<file path="src/rtl/stopwatch_gen.sv">
// BCD stopwatch time base: MM:SS (optionally HH:MM:SS) with prescaled tick, speed select,
// up/down count with wrap or hold-at-limit, minute adjust while stopped and lap capture.
//
// state     | meaning
// S_STOPPED | prescaler held at 0, minute adjust allowed
// S_RUNNING | prescaler counts, Q steps on every tick
// S_DONE    | limit reached with WRAP=0, Q frozen, minute adjust allowed
module stopwatch_gen #(
  parameter int TICK_DIV     = 50000000,
  parameter int MAX_SPEED    = 3,
  parameter int MIN_TENS_MAX = 5,
  parameter int HOURS_EN     = 0,
  parameter int WRAP         = 1,
  localparam int NDIG = 4 + 2 * HOURS_EN,
  localparam int QW   = 4 * NDIG,
  localparam int SW   = (MAX_SPEED > 0) ? $clog2(MAX_SPEED + 1) : 1
) (
  input  logic          clk,
  input  logic          RESET,
  input  logic          ON_OFF,
  input  logic          REVERSE,
  input  logic          SPEED_UP,
  input  logic          SPEED_DOWN,
  input  logic          ADD,
  input  logic          SUBTRACT,
  input  logic          LAP,
  output logic [QW-1:0] Q,
  output logic [QW-1:0] LAP_Q,
  output logic [SW-1:0] SPEED,
  output logic          TICK,
  output logic          DONE
);

  localparam int PW = $clog2(TICK_DIV);
  localparam logic [SW-1:0] SPEED_MAX = SW'(MAX_SPEED);
  localparam bit HOLD = (WRAP == 0);

  typedef enum logic [1:0] {S_STOPPED, S_RUNNING, S_DONE} state_t;

  state_t        state;
  logic [PW-1:0] presc;
  logic [PW-1:0] presc_last;
  logic [4:0]    btn_r;
  logic [4:0]    btn_p;
  logic [4:0]    pulse;
  logic [SW-1:0] speed_nx;
  logic          tick;
  logic          tick_lim;
  logic          add_sat;
  logic          sub_sat;
  logic          do_add;
  logic          do_sub;
  logic [QW-1:0] q_tick;
  logic [QW-1:0] q_add;
  logic [QW-1:0] q_sub;

  function automatic logic [3:0] dmax(input int k);
    case (k)
      1:       dmax = 4'd5;
      3:       dmax = 4'(MIN_TENS_MAX);
      default: dmax = 4'd9;
    endcase
  endfunction

  // Ripple +/-1 starting at digit lo; the MSB of the result is the carry/borrow out,
  // which is high exactly when digits lo and up are all at the limit for that direction.
  function automatic logic [QW:0] bcd_step(input logic [QW-1:0] q, input logic down,
                                           input int lo);
    logic          c;
    logic [QW-1:0] r;
    r = q;
    c = 1'b1;
    for (int k = 0; k < NDIG; k++) begin
      if (k >= lo) begin
        if (c) begin
          if (down)
            r[4*k +: 4] = (q[4*k +: 4] == 4'd0) ? dmax(k) : q[4*k +: 4] - 4'd1;
          else
            r[4*k +: 4] = (q[4*k +: 4] == dmax(k)) ? 4'd0 : q[4*k +: 4] + 4'd1;
        end
        c = c & (down ? (q[4*k +: 4] == 4'd0) : (q[4*k +: 4] == dmax(k)));
      end
    end
    return {c, r};
  endfunction

  assign {tick_lim, q_tick} = bcd_step(Q, REVERSE, 0);
  assign {add_sat, q_add}   = bcd_step(Q, 1'b0, 2);
  assign {sub_sat, q_sub}   = bcd_step(Q, 1'b1, 2);

  assign pulse      = btn_r & ~btn_p;
  assign do_add     = pulse[2] & ~pulse[3] & ~add_sat;
  assign do_sub     = pulse[3] & ~pulse[2] & ~sub_sat;
  assign presc_last = PW'((TICK_DIV >> SPEED) - 1);
  assign tick       = (state == S_RUNNING) && (presc == presc_last);
  assign TICK       = tick;

  always_comb begin
    speed_nx = SPEED;
    if (pulse[0] && !pulse[1] && SPEED != SPEED_MAX)
      speed_nx = SPEED + SW'(1);
    else if (pulse[1] && !pulse[0] && SPEED != '0)
      speed_nx = SPEED - SW'(1);
  end

  always_ff @(posedge clk or posedge RESET) begin
    if (RESET) begin
      state <= S_STOPPED;
      presc <= '0;
      btn_r <= '0;
      btn_p <= '0;
      Q     <= '0;
      LAP_Q <= '0;
      SPEED <= '0;
      DONE  <= 1'b0;
    end else begin
      btn_r <= {LAP, SUBTRACT, ADD, SPEED_DOWN, SPEED_UP};
      btn_p <= btn_r;
      SPEED <= speed_nx;
      if (pulse[4])
        LAP_Q <= Q;
      // A speed change restarts the period so the new divisor never starts mid-count.
      if (state == S_RUNNING && ON_OFF && !tick && speed_nx == SPEED)
        presc <= presc + PW'(1);
      else
        presc <= '0;
      case (state)
        S_STOPPED: begin
          if (do_add)      Q <= q_add;
          else if (do_sub) Q <= q_sub;
          if (ON_OFF) state <= S_RUNNING;
        end
        S_RUNNING: begin
          if (tick && tick_lim && HOLD) begin
            state <= S_DONE;
            DONE  <= 1'b1;
          end else begin
            if (tick)    Q <= q_tick;
            if (!ON_OFF) state <= S_STOPPED;
          end
        end
        S_DONE: begin
          if (do_add)      Q <= q_add;
          else if (do_sub) Q <= q_sub;
          if (!ON_OFF) begin
            state <= S_STOPPED;
            DONE  <= 1'b0;
          end
        end
        default: begin
          state <= S_STOPPED;
          DONE  <= 1'b0;
        end
      endcase
    end
  end

endmodule

</file>
<file path="config.mk">
export PLATFORM = sky130hd
export DESIGN_NAME = stopwatch_gen
export DESIGN_NICKNAME = d
export VERILOG_FILES = /design/src/rtl/stopwatch_gen.sv
export SDC_FILE = /design/constraint.sdc
export NUM_CORES = 1
export LEC_CHECK = 0
export ABC_AREA = 1
export BUFFER_PORTS_ARGS = -buffer_cell sky130_fd_sc_hd__buf_2
export CAP_MARGIN = 25
export CORE_MARGIN = 2
export CORE_UTILIZATION = 54
export DETAILED_ROUTE_END_ITERATION = 6
export PLACE_DENSITY_LB_ADDON = 0.25
export SYNTH_ARGS = -nofsm -noshare
export SYNTH_HDL_FRONTEND = slang
export SYNTH_SLANG_ARGS = --single-unit
</file>
<file path="constraint.sdc">
create_clock -name clk -period 2.1 [get_ports clk]
set_input_delay 0.42 -clock clk [delete_from_list [all_inputs] [get_ports clk]]
set_output_delay 0.42 -clock clk [all_outputs]
set_load 0.005 [all_outputs]
</file>
### Yosys cells after proc, flatten, opt, wreduce, memory -nomap -nowiden

Index checks and enable logic that the tools add are counted.

| storage, ports and cells | value |
|---|---|
| bits in registers | 73 |
| input bits | 9 |
| output and inout bits | 36 |
| word-level logic and storage cells | 130 |

| operators by class | value |
|---|---|
| add/subtract/negate cells | 12 |
| eq/ne operators | 23 |
| shift operators | 1 |
| muxes and demuxes | 40 |
| bitwise logic cells | 16 |
| reductions and logical operators | 27 |

Operators by type and width:

| operator | count |
|---|---|
| $mux 4 | 25 |
| $mux 16 | 3 |
| $pmux 16 s2 | 1 |
| $add 26x1->26 const B | 1 |
| $eq 26x26->1 | 1 |
| $mux 26 | 1 |
| $shr 26x2->26 const A | 1 |
| $sub 26x2->26 const B | 1 |
| $eq 4x4->1 | 5 |
| $add 4x1->4 const B | 4 |
| $logic_not 4->1 | 4 |
| $sub 4x1->4 const B | 4 |
| $ne 2x2->1 const B | 7 |
| $and 1x1->1 | 8 |
| $eq 4x3->1 const B | 2 |
| $eq 4x4->1 const B | 2 |
| $logic_and 1x1->1 | 8 |
| $mux 2 | 4 |
| $reduce_and 4->1 | 2 |
| $ne 3x1->1 const B | 2 |
| $not 1->1 | 6 |
| $reduce_and 6->1 | 1 |
| $reduce_or 2->1 | 3 |
| $and 5x5->5 | 1 |
| other kinds (15) | 22 |

### Depth between registers and ports, before layout

Gate-level depths: netlist (run 1).

| logic depth | value |
|---|---|
| depth after elaboration | 11 |
| depth in mapped cells | 15 |

### Least setup slack after synthesis (run 1)

Ideal clock, no wire load.

| timing path | value |
|---|---|
| path kind | register -> output |
| start | register SPEED[0] |
| end | output TICK |
| arrival | 1.895 ns |
| setup slack | -0.215 ns |
| cell stages (with the launch flop) | 13 |
| buffers on the path | 1 |
| path through | dfrtp_1 -> ha_1 -> inv_2 -> ha_1 -> inv_1 -> nand2_1 -> nand3_1 -> nor2_1 -> nand2_1 -> nor2_1 -> nand2_2 -> nor2_4 -> buf_4 |

| between the ends | value |
|---|---|
| longest elaborated chain between the ends | 4 |

Ends and longest elaborated chain:

| item | RTL line | text |
|---|---|---|
| start: declaration | 29 | `output logic [SW-1:0] SPEED,` |
| start signal: assignment | 119 | `SPEED <= speed_nx;` |
| $shr 26x2->26 | 94 | `assign presc_last = PW'((TICK_DIV >> SPEED) - 1);` |
| $sub 26x2->26 | 94 |  |
| $eq 26x26->1 | 95 | `assign tick = (state == S_RUNNING) && (presc == presc_last);` |
| $logic_and 1x1->1 | 95 |  |
| end: declaration | 30 | `output logic TICK,` |

No other way between the ends.

### Worst setup path in the final report (run 1)

| timing path | value |
|---|---|
| start | register SPEED[0] |
| end | register presc[18] |

| between the ends | value |
|---|---|
| longest elaborated chain between the ends | 8 |
| elaborated cells on any way between the ends | 17 |
| classes of those cells | 3 x add/sub; 3 x eq/ne; 1 x shift; 3 x mux; 7 x reduce/logical |

Ends and longest elaborated chain:

| item | RTL line | text |
|---|---|---|
| $shr 26x2->26 | 94 |  |
| $sub 26x2->26 | 94 |  |
| $eq 26x26->1 | 95 |  |
| $logic_and 1x1->1 | 95 |  |
| $logic_not 1->1 | 123 | `if (state == S_RUNNING && ON_OFF && !tick && speed_nx == SPEED)` |
| $logic_and 1x1->1 | 123 |  |
| $logic_and 1x1->1 (*) | 123 |  |
| $mux 26 (*) | 123 |  |
| end signal: assignment | 124 | `presc <= presc + PW'(1);` |
| end: declaration | 41 | `logic [PW-1:0] presc;` |

Mark *: on every way between the ends. The rest lies on a longest branch, timed or not.
A chain may end at the register's enable or synchronous reset.

==> out/metrics.csv, run 1 <==
metric,value,unit
status,"finished, violations left",
violations,setup timing,
synth.avg_cell_area,7.24,µm²
cts_buffers,9,
synth_mux_area_share,0,%
grt_pass1_wl,19400,µm
fin_area,5460,µm²
p_leak,2.64,nW
grt_pass1_vias,4109,
path_buf_inv,7,
path_cells,inv_4 > ha_4 > inv_4 > ha_4 > nand2_4 > nand2_2 > nor2_2 > nand3_2 > nor2_2 > nand2_2 > buf_4 > buf_4 > buf_6 > o21ai_4 > buf_6 > buf_12 > nor2_1,
cts_root_buffer,clkbuf_8,
critPathMaxFanout,7,
dp_hpwl,8170,µm
async_flop_share,100,%
startpoint_type,register,
synth_area_leaders,"dfrtp_1 (40%), nand2_1 (16%), nor2_1 (6.2%)",
ys_types,37,
total_power,0.00556,W
start_util,56.3,%
die_width,94.2,µm
drtIter0Drc,238,
synth_flop_cell,dfrtp_1,
die-area,8870,µm²
cts.clk_slew.worst_paths,0.09,ns
crit_type,register to register,
vias,4286,
synth_edf_count,0,
power_density,1020,nW/µm²
synth_top_family_by_area,simple AND/OR/NAND/NOR gates,
worstSetupEndpointType,register,
drv_cap,0,
finalWirelength,12000,µm
antenna_found_initial,0,
rows,32,
max_clock_freq,392,MHz
drcViolationCount,0,
n_antenna_cell,0,
fin_crit_sh,122,%
syn-instance-count,607,
critPathRequiredTime,2.35,ns
tritoncts,built,
synth_compound_area_share,7.32,%
track_usage,28.3,%
drv_slew,0,
rsz0062_at_grt,yes,
hold_violations,0,
yosys.area_share.xor_xnor,6.18,%
synthesis.area,4390,µm²
synth_nets,632,
nNetsFinal,713,
synth_top_area_share,40.4,%
placed_cell_area,4890,µm²
place_congestion,0.946,
clock-sinks,71,
grt_start_max_net_pins,53,
hold_ws,0.0805,ns
fin_crit,2.55,ns
fin_util,69.9,%
core_area,7810,µm²
arrival,2.81,ns
r2r-start,SPEED[0],
io_pins,45,
die_y,94.2,µm
synth_area_leader_cell,dfrtp_1,
routed_via_density,5.39,
crit_family,buffers and inverters,
hold_path.class,primary input to asynchronous set/reset pin,
ys_ff_latch,71,
drive_above_1_share,22.1,%
slew_headroom,64.4,%
clk_path_buf_depth,2,
dr.pass1.iters,4,
portBuffers,43,
worst_path_largest_cell_delay,0.48,ns
placed_cells,764,
crit_start,SPEED[0],
grt.overflow.total,0,
finalNonFillerCells,795,
area_growth,24.3,%
cp_slowest_cell,dfrtp_2,
ir_worst_vdd,0.721,mV
synth-simple-area-share,33.2,%
worst_pin_slew,0.529,ns
synthAdderAreaFrac,4.56,%
synth-warning-count,0,
skew,0.0132,ns
wl_per_cell,15.1,µm
postCtsHoldBufs,0,
ys_seq_area_share,40.4,%
finalSetupViolations,39,
htreeDepth,3,
insertion_delay,0.36,ns
ant_nets,0,
finalWorstSetupSlack,-0.452,ns
-- cell usage in the layout (no fill, tap or decap), types with 9 or more instances in the layout --
master	count
nand2_1	171
dfrtp_1	69
nor2_1	68
inv_1	65
buf_2	43
nand3_1	35
o21ai_0	34
xor2_1	27
buf_4	27
nand4_1	19
nand2_2	14
a21oi_1	14
clkbuf_8	9
buf_6	9
-- logic make-up after synthesis --
group | after synthesis
XOR/XNOR | 31
other | 1
AND/OR/NAND/NOR | 342
AO/OA/AOI/OAI | 58
adder cells (fa/ha/maj) | 16
buffers and inverters | 88
flip-flops | 71
-- worst reg2reg max path: stages, from the launching register on --
cell and delay (ns):
dfrtp_2 0.48, inv_4 0.12, ha_4 0.15, inv_4 0.04
ha_4 0.25, nand2_4 0.07, nand2_2 0.06, nor2_2 0.09
nand3_2 0.08, nor2_2 0.14, nand2_2 0.09, buf_4 0.13
buf_4 0.12, buf_6 0.11, o21ai_4 0.19, buf_6 0.17
buf_12 0.13, nor2_1 0.05
-- where the power goes --
group / switching [W] / internal [W]
combinational: 0.00146 / 0.00121
sequential: 0.000269 / 0.00154
clock: 0.000623 / 0.000454
total: 0.00235 / 0.00321
-- flip-flops by register name (all words and copies together), names as in the netlist --
signal	cells
presc	26
state	1
btn_p	5
SPEED	2
btn_r	5
Q	16
LAP_Q	16
-- per-layer routing --
metal / global-route usage, % / routed length [µm]
met1: 36.0 / 5090
met2: 47.1 / 6030
met3: 5.70 / 623
met4: 11.1 / 297
met5: 0 / 0
-- synth_stat cells, types with 2 or more instances --
cell and number:
nand2_1 184, nor2_1 73, dfrtp_1 71, inv_1 69, nand3_1 39, o21ai_0 34, xor2_1 27, nand4_1 19
ha_1 16, a21oi_1 14, nor3_1 8, buf_2 4, inv_2 4, nand2_2 4, nor4_1 4, xnor2_1 4
clkbuf_1 3, nor2_2 3, a31oi_1 2, buf_4 2, buf_6 2, clkbuf_2 2, nand3b_1 2, nor2_4 2
o211ai_1 2, o21a_1 2
-- area by class of cell --
class / count / area (µm²)
clock buffer: 9 / 124
clock inverter: 7 / 62.6
fill: 647 / 2350
inverter: 74 / 295
multi-input combinational: 448 / 2440
sequential: 71 / 1780
tap: 102 / 128
timing repair buffer: 84 / 632
-- repair_timing --
action	4_1_cts	5_1_grt
pin swaps	18	11
gates cloned	2	1
gates resized for setup	40	23
endpoints found under the setup margin	43	43
setup buffers	15	6
-- metrics by stage --
step | TNS (ns) | setup WS [ns]
2_1_floorplan | -0.129 | -0.129
6_report | -13.70 | -0.452
5_1_grt | -19.07 | -0.576
3_3_place_gp | -2.97 | -0.106
4_1_cts | -8.31 | -0.417
3_5_place_dp | -4.96 | -0.151
-- path summary, 6_finish.rpt --
kind                              to  slack, ns  depth (start not counted)
max in group asynchronous  presc[18]       1.38                          3
min                             Q[7]       0.08                          2
min in group clk            btn_r[2]       0.16                          1
min reg2reg                 btn_p[4]       0.38                          0
max                        presc[18]      -0.45                         17
max reg2reg                presc[18]      -0.45                         17
Note: power is estimated with default switching activity, not from simulation.
==> run 2, diff against run 1 <==
Settings changed: BUFFER_PORTS_ARGS -buffer_cell sky130_fd_sc_hd__buf_2 to -buffer_cell sky130_fd_sc_hd__clkbuf_2.
==> run 2 against run 1 <==
Compared with the run above:
- the run still ends with setup timing left
- global-route usage rose by 0.085 points
- sequential share of layout area is 0.35 points higher
- combinational power down 11%
- register-to-register slack better by 0.13 ns
- utilization is 0.74 points lower
- worst hold slack better by 0.084 ns
- non-clock buffer count fell by 3
- clock-buffer cell count is 1 higher
- critical path type is now register to primary output
==> out/metrics.csv, run 2 (synthesized netlist as in run 1, its figures left out) <==
metric,value,unit,change
status,"finished, violations left",,
violations,setup timing,,
ir_worst_vdd,0.810,mV,+12%
fin_area,5400,µm²,-1.1%
worstSetupEndpointType,primary output,,
place_congestion,1.04,,+9.7%
nNetsFinal,710,,-0.42%
critPathRequiredTime,1.68,ns,-0.67 ns
regMostFlops,presc,,
final_common_cell,nand2_1,,
vias,4342,,+1.3%
start_util,56.3,%,unchanged
portBuffers,43,,unchanged
clock-sinks,71,,unchanged
dp_hpwl,8130,µm,-0.52%
place_ws,-0.145,ns,+0.00560 ns
p_sw,0.00216,W,-8.4%
die_y,94.2,µm,unchanged
p_sw_share,40.8,%,-1.5 points
finalWorstSetupSlack,-0.450,ns,+0.00135 ns
n_antenna_cell,0,,unchanged
critPathMaxFanout,5,,-2
crit_type,register to primary output,,
max_clock_freq,392,MHz,about the same
ant_nets,0,,unchanged
die-area,8870,µm²,unchanged
p_leak,2.60,nW,-1.4%
fin_crit_sh,121,%,about the same
antenna_found_initial,0,,unchanged
fin_util,69.2,%,-0.74 points
clk_path_buf_depth,2,,unchanged
largest_reg_flops,26,,unchanged
grt_pass1_wl,19600,µm,+0.78%
hold_violations,0,,unchanged
grt_pass1_vias,4177,,+1.7%
io_pins,45,,unchanged
dr.pass1.iters,6,,+2
core_area,7810,µm²,unchanged
drtIter0Drc,271,,+14%
tritoncts,built,,
layout_top_registers,"presc: 26 flops, LAP_Q: 16 flops, Q: 16 flops",,
area_growth,23.0,%,
insertion_delay,0.36,ns,about the same
p_clk_share,21.0,%,+1.6 points
hold_path.class,primary input to register,,
die_width,94.2,µm,unchanged
drive_above_1_share,20.3,%,-1.8 points
routed_via_density,5.48,,+1.7%
final_cell_mix,"nand2_1 (178), dfrtp_1 (69), nor2_1 (68), inv_1 (64), clkbuf_2 (43)",,
drv_slew,0,,unchanged
skew,0.0170,ns,+0.00380 ns
pwr-share-comb,45.1,%,-2.9 points
rows,32,,unchanged
fillers,625,,-3.4%
wl_per_cell,14.8,µm,-2.1%
startpoint_type,register,,
drcViolationCount,0,,unchanged
arrival,2.13,ns,-0.68 ns
power_density,978,nW/µm²,-4.0%
cts.clk_slew.worst_paths,0.08,ns,about the same
rsz0062_at_grt,yes,,
htreeDepth,3,,unchanged
finalWirelength,11700,µm,-2.4%
cts_buffers,9,,unchanged
power_frac_seq,33.8,%,+1.2 points
fin_crit,2.55,ns,-0.00135 ns
drv_cap,0,,unchanged
finalSetupViolations,43,,+10%
grt_start_max_net_pins,66,,+25%
cts_root_buffer,clkbuf_8,,
placed_cell_area,4830,µm²,-1.3%
internal_power,0.00313,W,-2.5%
track_usage,28.3,%,+0.085 points
grt.overflow.total,0,,unchanged
## run 2: final timing paths
| path | start | end | slack, ns | cells past startpoint |
|---|---|---|---|---|
| worst max register to register | SPEED[1] | presc[21] | -0.32 | 15 |
| max in group asynchronous | RESET | btn_r[2] | 1.00 | 4 |
| worst max-delay path | SPEED[1] | TICK | -0.45 | 11 |
| worst min-delay path | SPEED_UP | btn_r[0] | 0.16 | 1 |
| worst min register to register | btn_r[3] | btn_p[3] | 0.38 | 0 |
| min in group asynchronous | RESET | btn_r[0] | 0.54 | 3 |
## run 2: routing by layer
layer  global-route usage, %  vias to the layer above  part of all wire (%)
met2                    45.4                      207                    48
li1                        -                     2084                     -
met5                       0                        -                     0
met3                    6.34                       38                   7.7
met4                    11.7                        0                   3.1
met1                    37.1                     2013                    41
## run 2: per-stage QoR
stage	instances	TNS, ns	hold slack [ns]	total power, W
5_1_grt	792	-15.41	0.152	0.00568
3_5_place_dp	757	-4.65	0.349	0.00371
3_3_place_gp	757	-3.59	0.339	0.00366
4_1_cts	787	-8.77	0.158	0.00515
6_report	792	-10.74	0.164	0.00528
2_1_floorplan	607	-0.129	0.354	0.00306
## run 2: layout make-up
cell class	count	area, µm²	share of cell area, %
clock buffers	10	128	2.36
clock inverters	6	68.8	1.27
inverters	74	285	5.28
multi-input cells	448	2390	44.2
flip-flops and latches	71	1780	32.9
well taps	102	128	2.36
repair buffers	81	627	11.6
## run 2: worst max-delay path: stages (launching register included)
cell	delay, ns
dfrtp_2	0.47
buf_4	0.15
buf_4	0.15
ha_2	0.18
nand2_1	0.08
nand2_1	0.07
nor2_1	0.13
nand3_1	0.11
nor2_2	0.13
nand2_2	0.09
nor2_4	0.11
clkbuf_2	0.12
## run 2: power groups by stage
stage / Sequential (W) / Combinational, W / Clock, W
finish: 0.00179 / 0.00238 / 0.00111
global route: 0.00181 / 0.00266 / 0.00120
CTS: 0.00177 / 0.00226 / 0.00112
detailed placement: 0.00179 / 0.00192 / 0
global placement: 0.00179 / 0.00188 / 0
floorplan: 0.00174 / 0.00132 / 0
## run 2: what timing repair did
action | 4_1_cts | 5_1_grt
resized for setup | 34 | 11
gates cloned | 3 | 0
pin swaps | 20 | 3
hold buffers | 1 | 0
buffers inserted | 12 | 5
endpoints found under the hold margin | 6 | 0
endpoints found under the setup margin | 41 | 43
